===== config.mk =====
export PLATFORM = sky130hd
export DESIGN_NAME = forwarding_scoreboard
export DESIGN_NICKNAME = d
export VERILOG_FILES = /design/src/rtl/forwarding_pkg.sv /design/src/rtl/fwd_priority_mux.sv /design/src/rtl/forwarding_scoreboard.sv
export SDC_FILE = /design/constraint.sdc
export NUM_CORES = 1
export LEC_CHECK = 0
export BUFFER_PORTS_ARGS = -buffer_cell sky130_fd_sc_hd__buf_2
export CORE_ASPECT_RATIO = 2
export CORE_MARGIN = 2
export CORE_UTILIZATION = 40
export CTS_CLUSTER_DIAMETER = 30
export DETAILED_ROUTE_END_ITERATION = 7
export RECOVER_POWER = 25
export SLEW_MARGIN = 25
export SYNTH_ARGS = -nofsm -noshare
export SYNTH_HDL_FRONTEND = slang
export SYNTH_SLANG_ARGS = --single-unit

===== constraint.sdc =====
create_clock -name clk -period 9.3 [get_ports clk]
set_input_delay 0.93 -clock clk [delete_from_list [all_inputs] [get_ports clk]]
set_output_delay 0.93 -clock clk [all_outputs]
set_load 0.03 [all_outputs]

===== src/rtl/forwarding_pkg.sv =====
// Shared types and helpers for the forwarding scoreboard: bypass select encoding and scoreboard count.
package forwarding_pkg;

   localparam int DEFAULT_NUM_STAGES  = 2;
   localparam int DEFAULT_MAX_PENDING = 4;
   localparam int FWD_SEL_W           = $clog2(DEFAULT_NUM_STAGES + 1);
   localparam int SB_COUNT_W          = $clog2(DEFAULT_MAX_PENDING + 1);

   typedef logic [FWD_SEL_W-1:0]  fwd_sel_t;
   typedef logic [SB_COUNT_W-1:0] sb_count_t;

   localparam fwd_sel_t FWD_SEL_RF = '0;

   function automatic int sel_w(input int num_stages);
      return $clog2(num_stages + 1);
   endfunction

endpackage


===== src/rtl/fwd_priority_mux.sv =====
// Youngest-wins bypass select for one source address against all producer stages.
module fwd_priority_mux
   import forwarding_pkg::*;
#(
   parameter int NUM_STAGES = 2,
   parameter int ADDR_W     = 5,
   parameter int SEL_W      = sel_w(NUM_STAGES)
) (
   input  logic [ADDR_W-1:0]            rs_i,
   input  logic [NUM_STAGES-1:0]        prod_reg_write_i,
   input  logic [NUM_STAGES*ADDR_W-1:0] prod_rd_i,
   input  logic [NUM_STAGES-1:0]        prod_data_valid_i,
   output logic [SEL_W-1:0]             sel_o,
   output logic                         not_ready_o
);

   always_comb begin
      sel_o       = SEL_W'(FWD_SEL_RF);
      not_ready_o = 1'b0;
      // Walk oldest to youngest so the youngest match overwrites older ones.
      for (int k = NUM_STAGES - 1; k >= 0; k--) begin
         if (prod_reg_write_i[k] && (prod_rd_i[k*ADDR_W +: ADDR_W] == rs_i) &&
             (rs_i != {ADDR_W{1'b0}})) begin
            sel_o       = SEL_W'(k + 1);
            not_ready_o = ~prod_data_valid_i[k];
         end
      end
   end

endmodule


===== src/rtl/forwarding_scoreboard.sv =====
// EX/ID operand bypass selection, load-use detection and multi-cycle op scoreboard.
// Optional FWD_STATS_EN adds saturating forward/stall event counters.
module forwarding_scoreboard
   import forwarding_pkg::*;
#(
   parameter int NUM_STAGES  = 2,
   parameter int NUM_SRC     = 2,
   parameter int ADDR_W      = 5,
   parameter int MAX_PENDING = 4,
   parameter int SEL_W       = sel_w(NUM_STAGES)
) (
   input  logic                         clk,
   input  logic                         reset,
   input  logic [NUM_STAGES-1:0]        prod_reg_write_i,
   input  logic [NUM_STAGES*ADDR_W-1:0] prod_rd_i,
   input  logic [NUM_STAGES-1:0]        prod_data_valid_i,
   input  logic [NUM_SRC*ADDR_W-1:0]    rs_ex_i,
   input  logic [NUM_SRC*ADDR_W-1:0]    rs_id_i,
   input  logic [NUM_SRC-1:0]           rs_id_used_i,
   input  logic [ADDR_W-1:0]            rd_id_i,
   input  logic                         rd_id_we_i,
   input  logic                         mc_issue_i,
   input  logic [ADDR_W-1:0]            mc_rd_i,
   input  logic                         mc_done_i,
   input  logic [ADDR_W-1:0]            mc_done_rd_i,
   input  logic                         flush_i,
   output logic [NUM_SRC*SEL_W-1:0]     alu_forward_o,
   output logic [NUM_SRC*SEL_W-1:0]     branch_forward_o,
   output logic                         stall_o,
   output logic                         mc_ready_o,
`ifdef FWD_STATS_EN
   output logic [31:0]                  fwd_count_o,
   output logic [31:0]                  stall_count_o,
`endif
   output logic                         sb_error_o
);

   localparam int NUM_REGS = 2 ** ADDR_W;
   localparam int CNT_W    = $clog2(MAX_PENDING + 1);

   logic [NUM_SRC*SEL_W-1:0] ex_sel_s;
   logic [NUM_SRC*SEL_W-1:0] id_sel_s;
   logic [NUM_SRC-1:0]       ex_nr_s;
   logic [NUM_SRC-1:0]       id_nr_s;

   logic [NUM_REGS-1:0] pending_q, pending_d;
   logic [CNT_W-1:0]    count_q, count_d;
   logic                sb_error_q, sb_error_d;

   logic stall_s;
   logic ready_s;
   logic issue_acc_s;
   logic issue_err_s;
   logic done_ok_s;
   logic done_err_s;

   for (genvar s = 0; s < NUM_SRC; s++) begin : g_src
      fwd_priority_mux #(
         .NUM_STAGES(NUM_STAGES),
         .ADDR_W    (ADDR_W),
         .SEL_W     (SEL_W)
      ) u_ex_mux (
         .rs_i             (rs_ex_i[s*ADDR_W +: ADDR_W]),
         .prod_reg_write_i (prod_reg_write_i),
         .prod_rd_i        (prod_rd_i),
         .prod_data_valid_i(prod_data_valid_i),
         .sel_o            (ex_sel_s[s*SEL_W +: SEL_W]),
         .not_ready_o      (ex_nr_s[s])
      );

      fwd_priority_mux #(
         .NUM_STAGES(NUM_STAGES),
         .ADDR_W    (ADDR_W),
         .SEL_W     (SEL_W)
      ) u_id_mux (
         .rs_i             (rs_id_i[s*ADDR_W +: ADDR_W]),
         .prod_reg_write_i (prod_reg_write_i),
         .prod_rd_i        (prod_rd_i),
         .prod_data_valid_i(prod_data_valid_i),
         .sel_o            (id_sel_s[s*SEL_W +: SEL_W]),
         .not_ready_o      (id_nr_s[s])
      );
   end

   assign ready_s = (count_q < CNT_W'(MAX_PENDING));

   always_comb begin
      stall_s = 1'b0;
      for (int s = 0; s < NUM_SRC; s++) begin
         if (ex_nr_s[s]) begin
            stall_s = 1'b1;
         end
         // x0 can never be pending, so no explicit zero check is needed for sources.
         if (rs_id_used_i[s] && (id_nr_s[s] || pending_q[rs_id_i[s*ADDR_W +: ADDR_W]])) begin
            stall_s = 1'b1;
         end
      end
      if (rd_id_we_i && (rd_id_i != {ADDR_W{1'b0}}) && pending_q[rd_id_i]) begin
         stall_s = 1'b1;
      end
   end

   always_comb begin
      issue_acc_s = mc_issue_i && ready_s && (mc_rd_i != {ADDR_W{1'b0}});
      issue_err_s = mc_issue_i && !ready_s;
      done_ok_s   = mc_done_i && pending_q[mc_done_rd_i];
      done_err_s  = mc_done_i && !pending_q[mc_done_rd_i];

      pending_d  = pending_q;
      count_d    = count_q;
      sb_error_d = sb_error_q;
      if (flush_i) begin
         pending_d = '0;
         count_d   = '0;
      end else begin
         // Clear before set so a same-rd issue in the done cycle keeps the bit.
         if (done_ok_s) begin
            pending_d[mc_done_rd_i] = 1'b0;
         end
         if (issue_acc_s) begin
            pending_d[mc_rd_i] = 1'b1;
         end
         count_d = count_q + CNT_W'(issue_acc_s) - CNT_W'(done_ok_s);
         if (issue_err_s || done_err_s) begin
            sb_error_d = 1'b1;
         end
      end
   end

   always_ff @(posedge clk) begin
      if (reset) begin
         pending_q  <= '0;
         count_q    <= '0;
         sb_error_q <= 1'b0;
      end else begin
         pending_q  <= pending_d;
         count_q    <= count_d;
         sb_error_q <= sb_error_d;
      end
   end

   always_comb begin
      if (reset) begin
         alu_forward_o    = '0;
         branch_forward_o = '0;
         stall_o          = 1'b0;
         mc_ready_o       = 1'b0;
         sb_error_o       = 1'b0;
      end else begin
         alu_forward_o    = ex_sel_s;
         branch_forward_o = id_sel_s;
         stall_o          = stall_s;
         mc_ready_o       = ready_s;
         sb_error_o       = sb_error_q;
      end
   end

`ifdef FWD_STATS_EN
   logic [31:0] fwd_count_q, fwd_count_d;
   logic [31:0] stall_count_q, stall_count_d;

   always_comb begin
      fwd_count_d   = fwd_count_q;
      stall_count_d = stall_count_q;
      if ((ex_sel_s != '0) && (fwd_count_q != 32'hFFFF_FFFF)) begin
         fwd_count_d = fwd_count_q + 32'd1;
      end
      if (stall_s && (stall_count_q != 32'hFFFF_FFFF)) begin
         stall_count_d = stall_count_q + 32'd1;
      end
   end

   always_ff @(posedge clk) begin
      if (reset) begin
         fwd_count_q   <= 32'd0;
         stall_count_q <= 32'd0;
      end else begin
         fwd_count_q   <= fwd_count_d;
         stall_count_q <= stall_count_d;
      end
   end

   assign fwd_count_o   = reset ? 32'd0 : fwd_count_q;
   assign stall_count_o = reset ? 32'd0 : stall_count_q;
`endif

endmodule

==> impl_metrics.prom <==
# TYPE chip_impl_metric gauge
chip_impl_info{name="run_status",value="completed"} 1
chip_impl_metric{name="hold_viol_final",unit=""} 0
chip_impl_metric{name="vias_per_cell",unit=""} 6.49
chip_impl_metric{name="clkPwrFrac",unit="%"} 43.7
chip_impl_metric{name="area_growth",unit="%"} 14.8
chip_impl_metric{name="slew_headroom",unit="%"} 46.0
chip_impl_metric{name="grt_pass1_vias",unit=""} 3519
chip_impl_metric{name="synth_xor_xnor_area_share",unit="%"} 11.0
chip_impl_info{name="holdPathEnd",value="pending_q[22]"} 1
chip_impl_metric{name="yosysSeqAreaShare",unit="%"} 21.5
chip_impl_metric{name="die_area",unit="sq um"} 9160
chip_impl_metric{name="netSwitchingPower",unit="uW"} 122
chip_impl_info{name="synth.top_cells.by_count",value="40 x sky130_fd_sc_hd__nand2_1, 36 x sky130_fd_sc_hd__dfxtp_1, 31 x sky130_fd_sc_hd__a21oi_1"} 1
chip_impl_metric{name="drt_pass1_iterations",unit=""} 5
chip_impl_metric{name="worst_ir_drop_vdd",unit="V"} 0.000118
chip_impl_info{name="timing.critical_path.slowest_stage_cell",value="sky130_fd_sc_hd__nor4_1"} 1
chip_impl_metric{name="die_y",unit="um"} 133
chip_impl_metric{name="mappedNetlistArea",unit="sq um"} 3350
chip_impl_metric{name="post_synth_inst_count",unit=""} 398
chip_impl_metric{name="grt.met3_usage",unit="%"} 6.76
chip_impl_metric{name="crit_arrival",unit="ns"} 3.05
chip_impl_metric{name="placed_cells",unit=""} 532
chip_impl_metric{name="setup-violations-final",unit=""} 0
chip_impl_metric{name="post_cts_hold_buffer_count",unit=""} 0
chip_impl_metric{name="swShare",unit="%"} 27.9
chip_impl_metric{name="fillCellCount",unit=""} 837
chip_impl_metric{name="tritoncts.num_buffers",unit=""} 5
chip_impl_metric{name="ff_latch_area",unit="sq um"} 721
chip_impl_metric{name="synth.ff_latch_count",unit=""} 36
chip_impl_metric{name="fp.coreArea",unit="sq um"} 8170
chip_impl_info{name="crit_path_cell_trace",value="buf_2, xor2_1, nor4_1, a2111oi_0, a311oi_1, o22a_1, a41oi_1, buf_2"} 1
chip_impl_metric{name="compound_cell_area_share_of_the_yosys_netlist",unit="%"} 16.6
chip_impl_metric{name="cts_resized",unit=""} 0
chip_impl_metric{name="avgSynthCellArea",unit="sq um"} 8.41
chip_impl_metric{name="portBuffers",unit=""} 67
chip_impl_info{name="launch_point_of_the_critical_path",value="prod_rd_i[1]"} 1
chip_impl_metric{name="io-pin-count",unit=""} 68
chip_impl_metric{name="synth_edf_count",unit=""} 0
chip_impl_metric{name="drt-wirelength-per-cell",unit="um"} 22.9
chip_impl_metric{name="worst-path-max-fanout",unit=""} 4
chip_impl_metric{name="ys_warns",unit=""} 0
chip_impl_metric{name="ctsHtreeMaxLevel",unit=""} 2
chip_impl_metric{name="finalNonFillerCells",unit=""} 540
chip_impl_metric{name="maximum_number_of_pins_on_one_net_before_global_route_repair",unit=""} 34
chip_impl_metric{name="final_max_slew_viol_count",unit=""} 0
chip_impl_metric{name="final_layout_size_suffix_gt1_share",unit="%"} 22.6
chip_impl_metric{name="timing.fmax",unit="GHz"} 0.251
chip_impl_metric{name="worst_clock_skew",unit="ns"} 0.00652
chip_impl_info{name="worst_min_delay_path_category",value="reg2reg"} 1
chip_impl_metric{name="cts.sinks",unit=""} 36
chip_impl_info{name="synth_top_family_by_area",value="simple AND/OR/NAND/NOR gates"} 1
chip_impl_metric{name="detail-route-antenna-nets",unit=""} 0
chip_impl_info{name="grt_busiest_layer",value="met2"} 1
chip_impl_metric{name="initial_core_util",unit="%"} 40.9
chip_impl_metric{name="num-nets-final",unit=""} 501
chip_impl_metric{name="worst_skew_pair.late_latency",unit="ns"} 0.29
chip_impl_metric{name="report.power.total",unit="uW"} 439
chip_impl_metric{name="max_cap_violations",unit=""} 0
chip_impl_metric{name="p_seq_share",unit="%"} 35.8
chip_impl_metric{name="synth_area_in_simple_gates",unit="%"} 22.7
chip_impl_metric{name="synthDominantCellAreaShare",unit="%"} 21.5
chip_impl_metric{name="multi_input_comb_area",unit="sq um"} 2470
chip_impl_info{name="worst_r2r_endpoint",value="count_q[2]"} 1
chip_impl_info{name="setup.worst_path.end_class",value="primary output"} 1
chip_impl_info{name="yosysMostFrequentCell",value="sky130_fd_sc_hd__nand2_1"} 1
chip_impl_metric{name="synth_cell_type_count",unit=""} 53
chip_impl_metric{name="wire_length_of_the_first_global_routing_pass",unit="mm"} 18.8
chip_impl_metric{name="async_flop_share",unit="%"} 0
chip_impl_metric{name="worstRegToRegCells",unit=""} 10
chip_impl_info{name="ys_dominant_reg_cell",value="sky130_fd_sc_hd__dfxtp_1"} 1
chip_impl_metric{name="finalCoreUtilization",unit="%"} 47.0
chip_impl_metric{name="post-route-drc-count",unit=""} 0
chip_impl_info{name="tritoncts_clock_tree",value="yes"} 1
chip_impl_metric{name="cp_data_required_time",unit="ns"} 8.37
chip_impl_metric{name="cp_num_cells",unit=""} 8
chip_impl_metric{name="globalRouteMet1Util",unit="%"} 24.4
chip_impl_metric{name="vias_after_detailed_routing",unit=""} 3507
chip_impl_metric{name="antenna_cells",unit=""} 0
chip_impl_metric{name="detailed_place_hpwl",unit="mm"} 9.87
chip_impl_info{name="critical-path-top-cell-by-count",value="sky130_fd_sc_hd__buf_2"} 1
chip_impl_metric{name="internal_power",unit="uW"} 316
chip_impl_metric{name="syn-num-nets",unit=""} 458
chip_impl_metric{name="globalRouteOverflowTotal",unit=""} 0
chip_impl_metric{name="setup_bufs_post_cts",unit=""} 0
chip_impl_metric{name="cts_max_path_buffers",unit=""} 2
chip_impl_metric{name="final_wl",unit="mm"} 12.4
chip_impl_info{name="crit_path_start_kind",value="input port"} 1
chip_impl_info{name="setup.worst_path.class",value="in2out"} 1
chip_impl_metric{name="period_share",unit="%"} 42.8
chip_impl_metric{name="worst-slew-pin-transition",unit="ns"} 0.803
chip_impl_info{name="grt_setup_unrepaired",value="no"} 1
chip_impl_info{name="timing.hold.worst.start",value="pending_q[22]"} 1
chip_impl_info{name="synth_top_cells_by_area",value="sky130_fd_sc_hd__dfxtp_1 22%, sky130_fd_sc_hd__mux4_2 17%, sky130_fd_sc_hd__xnor2_1 6.8%"} 1
chip_impl_metric{name="p_leak",unit="nW"} 1.38
chip_impl_metric{name="yosys-mux-area-fraction",unit="%"} 22.3
chip_impl_metric{name="globalRouteMet2Util",unit="%"} 50.0
chip_impl_metric{name="regToRegSetupSlack",unit="ns"} 6.25
chip_impl_metric{name="die_w",unit="um"} 68.7
chip_impl_info{name="yosys.area.top_type",value="sky130_fd_sc_hd__dfxtp_1"} 1
chip_impl_metric{name="synth_fa_ha_area_share",unit="%"} 1.35
chip_impl_info{name="rr_startpoint",value="pending_q[4]"} 1
chip_impl_metric{name="grt_use_total",unit="%"} 28.4
chip_impl_metric{name="cts.clk_slew.worst_paths",unit="ns"} 0.06
chip_impl_metric{name="pwr_density_cell",unit="nW/um^2"} 114
chip_impl_metric{name="finalWorstPathRequiredPeriod",unit="ns"} 3.98
chip_impl_metric{name="row_count",unit=""} 47
chip_impl_metric{name="p_comb_share",unit="%"} 20.4
chip_impl_metric{name="routabilityCongestion",unit=""} 0.948
chip_impl_info{name="root_buffer",value="sky130_fd_sc_hd__clkbuf_16"} 1
chip_impl_metric{name="timing.hold.worst_path_depth",unit=""} 2
chip_impl_metric{name="critical_path.max_stage_delay",unit="ns"} 0.72
chip_impl_metric{name="detail_route.iter0.violations",unit=""} 212
chip_impl_metric{name="critPathBufInv",unit=""} 2
chip_impl_metric{name="finalSetupTns",unit="ns"} 0
chip_impl_metric{name="antenna_found_initial",unit=""} 0
chip_impl_info{name="critPathTopFamily",value="compound AO/OA/AOI/OAI gates"} 1
[kinds of logic (layout without fill, tap and decap cells)]
| group | after synthesis | count (layout) |
|---|---|---|
| AOI/OAI and AO/OA | 91 | 91 |
| xor gates and xnor gates | 42 | 42 |
| adders and majority gates | 3 | 3 |
| buffers and inverters | 38 | 82 |
| DFF | 36 | 36 |
| muxes | 43 | 43 |
| and+or+nand+nor | 145 | 145 |
[how the worst max path moves through the flow]
stage,to,slack (ns)
2_1_floorplan,stall_o,5.50
3_3_place_gp,count_q[2],5.42
3_5_place_dp,count_q[2],5.34
4_1_cts,stall_o,5.43
5_1_grt,count_q[2],5.13
6_report,stall_o,5.32
[worst reg2reg max path, cell delays in order (launching register included)]
cell,delay [ns]
sky130_fd_sc_hd__dfxtp_1,0.39
sky130_fd_sc_hd__mux4_2,0.48
sky130_fd_sc_hd__a22o_1,0.27
sky130_fd_sc_hd__o41a_1,0.49
sky130_fd_sc_hd__ha_1,0.30
sky130_fd_sc_hd__inv_1,0.04
sky130_fd_sc_hd__ha_1,0.18
sky130_fd_sc_hd__fa_1,0.38
sky130_fd_sc_hd__xnor2_1,0.19
sky130_fd_sc_hd__xnor2_1,0.14
sky130_fd_sc_hd__nor2_1,0.05
[metal layers]
layer  up-vias  routed length, um
li1       1568                  -
met5         -                  0
met3        65                880
met2       239               6620
met1      1635               3720
met4         0               1170
[flip-flops by register name, indices dropped and copies added (netlist names)]
name,cells
pending_q,32
count_q,3
sb_error_q,1
[through the flow]
step | hold WS [ns] | worst slack [ns] | instance area [sq um]
2_1_floorplan | 0.460 | 5.50 | 3350
3_3_place_gp | 0.532 | 5.42 | 3680
3_5_place_dp | 0.527 | 5.34 | 3680
4_1_cts | 0.535 | 5.43 | 3850
5_1_grt | 0.559 | 5.13 | 3840
6_report | 0.545 | 5.32 | 3840
[power by group through the flow]
stage               registers (mW)  clock network (mW)  logic (mW)
floorplan                    0.160                   0      0.0574
global placement             0.160                   0      0.0871
detailed placement           0.160                   0      0.0889
CTS                          0.157               0.193      0.0891
global route                 0.157               0.197      0.0973
finish                       0.157               0.192      0.0896
[placed cells by master (no fill, tap or decap), types with 4 or more instances in the layout]
| cell | netlist | final |
|---|---|---|
| sky130_fd_sc_hd__a21oi_1 | 31 | 31 |
| sky130_fd_sc_hd__and2_1 | 4 | 4 |
| sky130_fd_sc_hd__and3b_1 | 4 | 4 |
| sky130_fd_sc_hd__buf_2 | 1 | 64 |
| sky130_fd_sc_hd__clkbuf_16 | 0 | 5 |
| sky130_fd_sc_hd__dfxtp_1 | 36 | 36 |
| sky130_fd_sc_hd__inv_1 | 7 | 7 |
| sky130_fd_sc_hd__mux2i_1 | 16 | 16 |
| sky130_fd_sc_hd__mux4_2 | 25 | 25 |
| sky130_fd_sc_hd__nand2_1 | 40 | 40 |
| sky130_fd_sc_hd__nand3_1 | 19 | 19 |
| sky130_fd_sc_hd__nand3b_1 | 5 | 5 |
| sky130_fd_sc_hd__nand4_1 | 7 | 7 |
| sky130_fd_sc_hd__nor2_1 | 20 | 20 |
| sky130_fd_sc_hd__nor2b_1 | 14 | 14 |
| sky130_fd_sc_hd__nor3_1 | 5 | 5 |
| sky130_fd_sc_hd__nor3b_1 | 4 | 4 |
| sky130_fd_sc_hd__nor4_1 | 8 | 8 |
| sky130_fd_sc_hd__o21ai_0 | 26 | 26 |
| sky130_fd_sc_hd__o21ai_1 | 7 | 7 |
| sky130_fd_sc_hd__or4_1 | 4 | 4 |
| sky130_fd_sc_hd__xnor2_1 | 26 | 26 |
| sky130_fd_sc_hd__xor2_1 | 16 | 16 |
[layout make-up]
type	count	share of cell area [%]
multi-input combinational	324	64.4
timing repair buffer	67	8.63
clock buffer	5	3.26
clock inverter	3	1.11
sequential	36	18.8
inverter	7	0.684
tap	98	3.19
No activity file was read; power rests on OpenSTA's default activity.
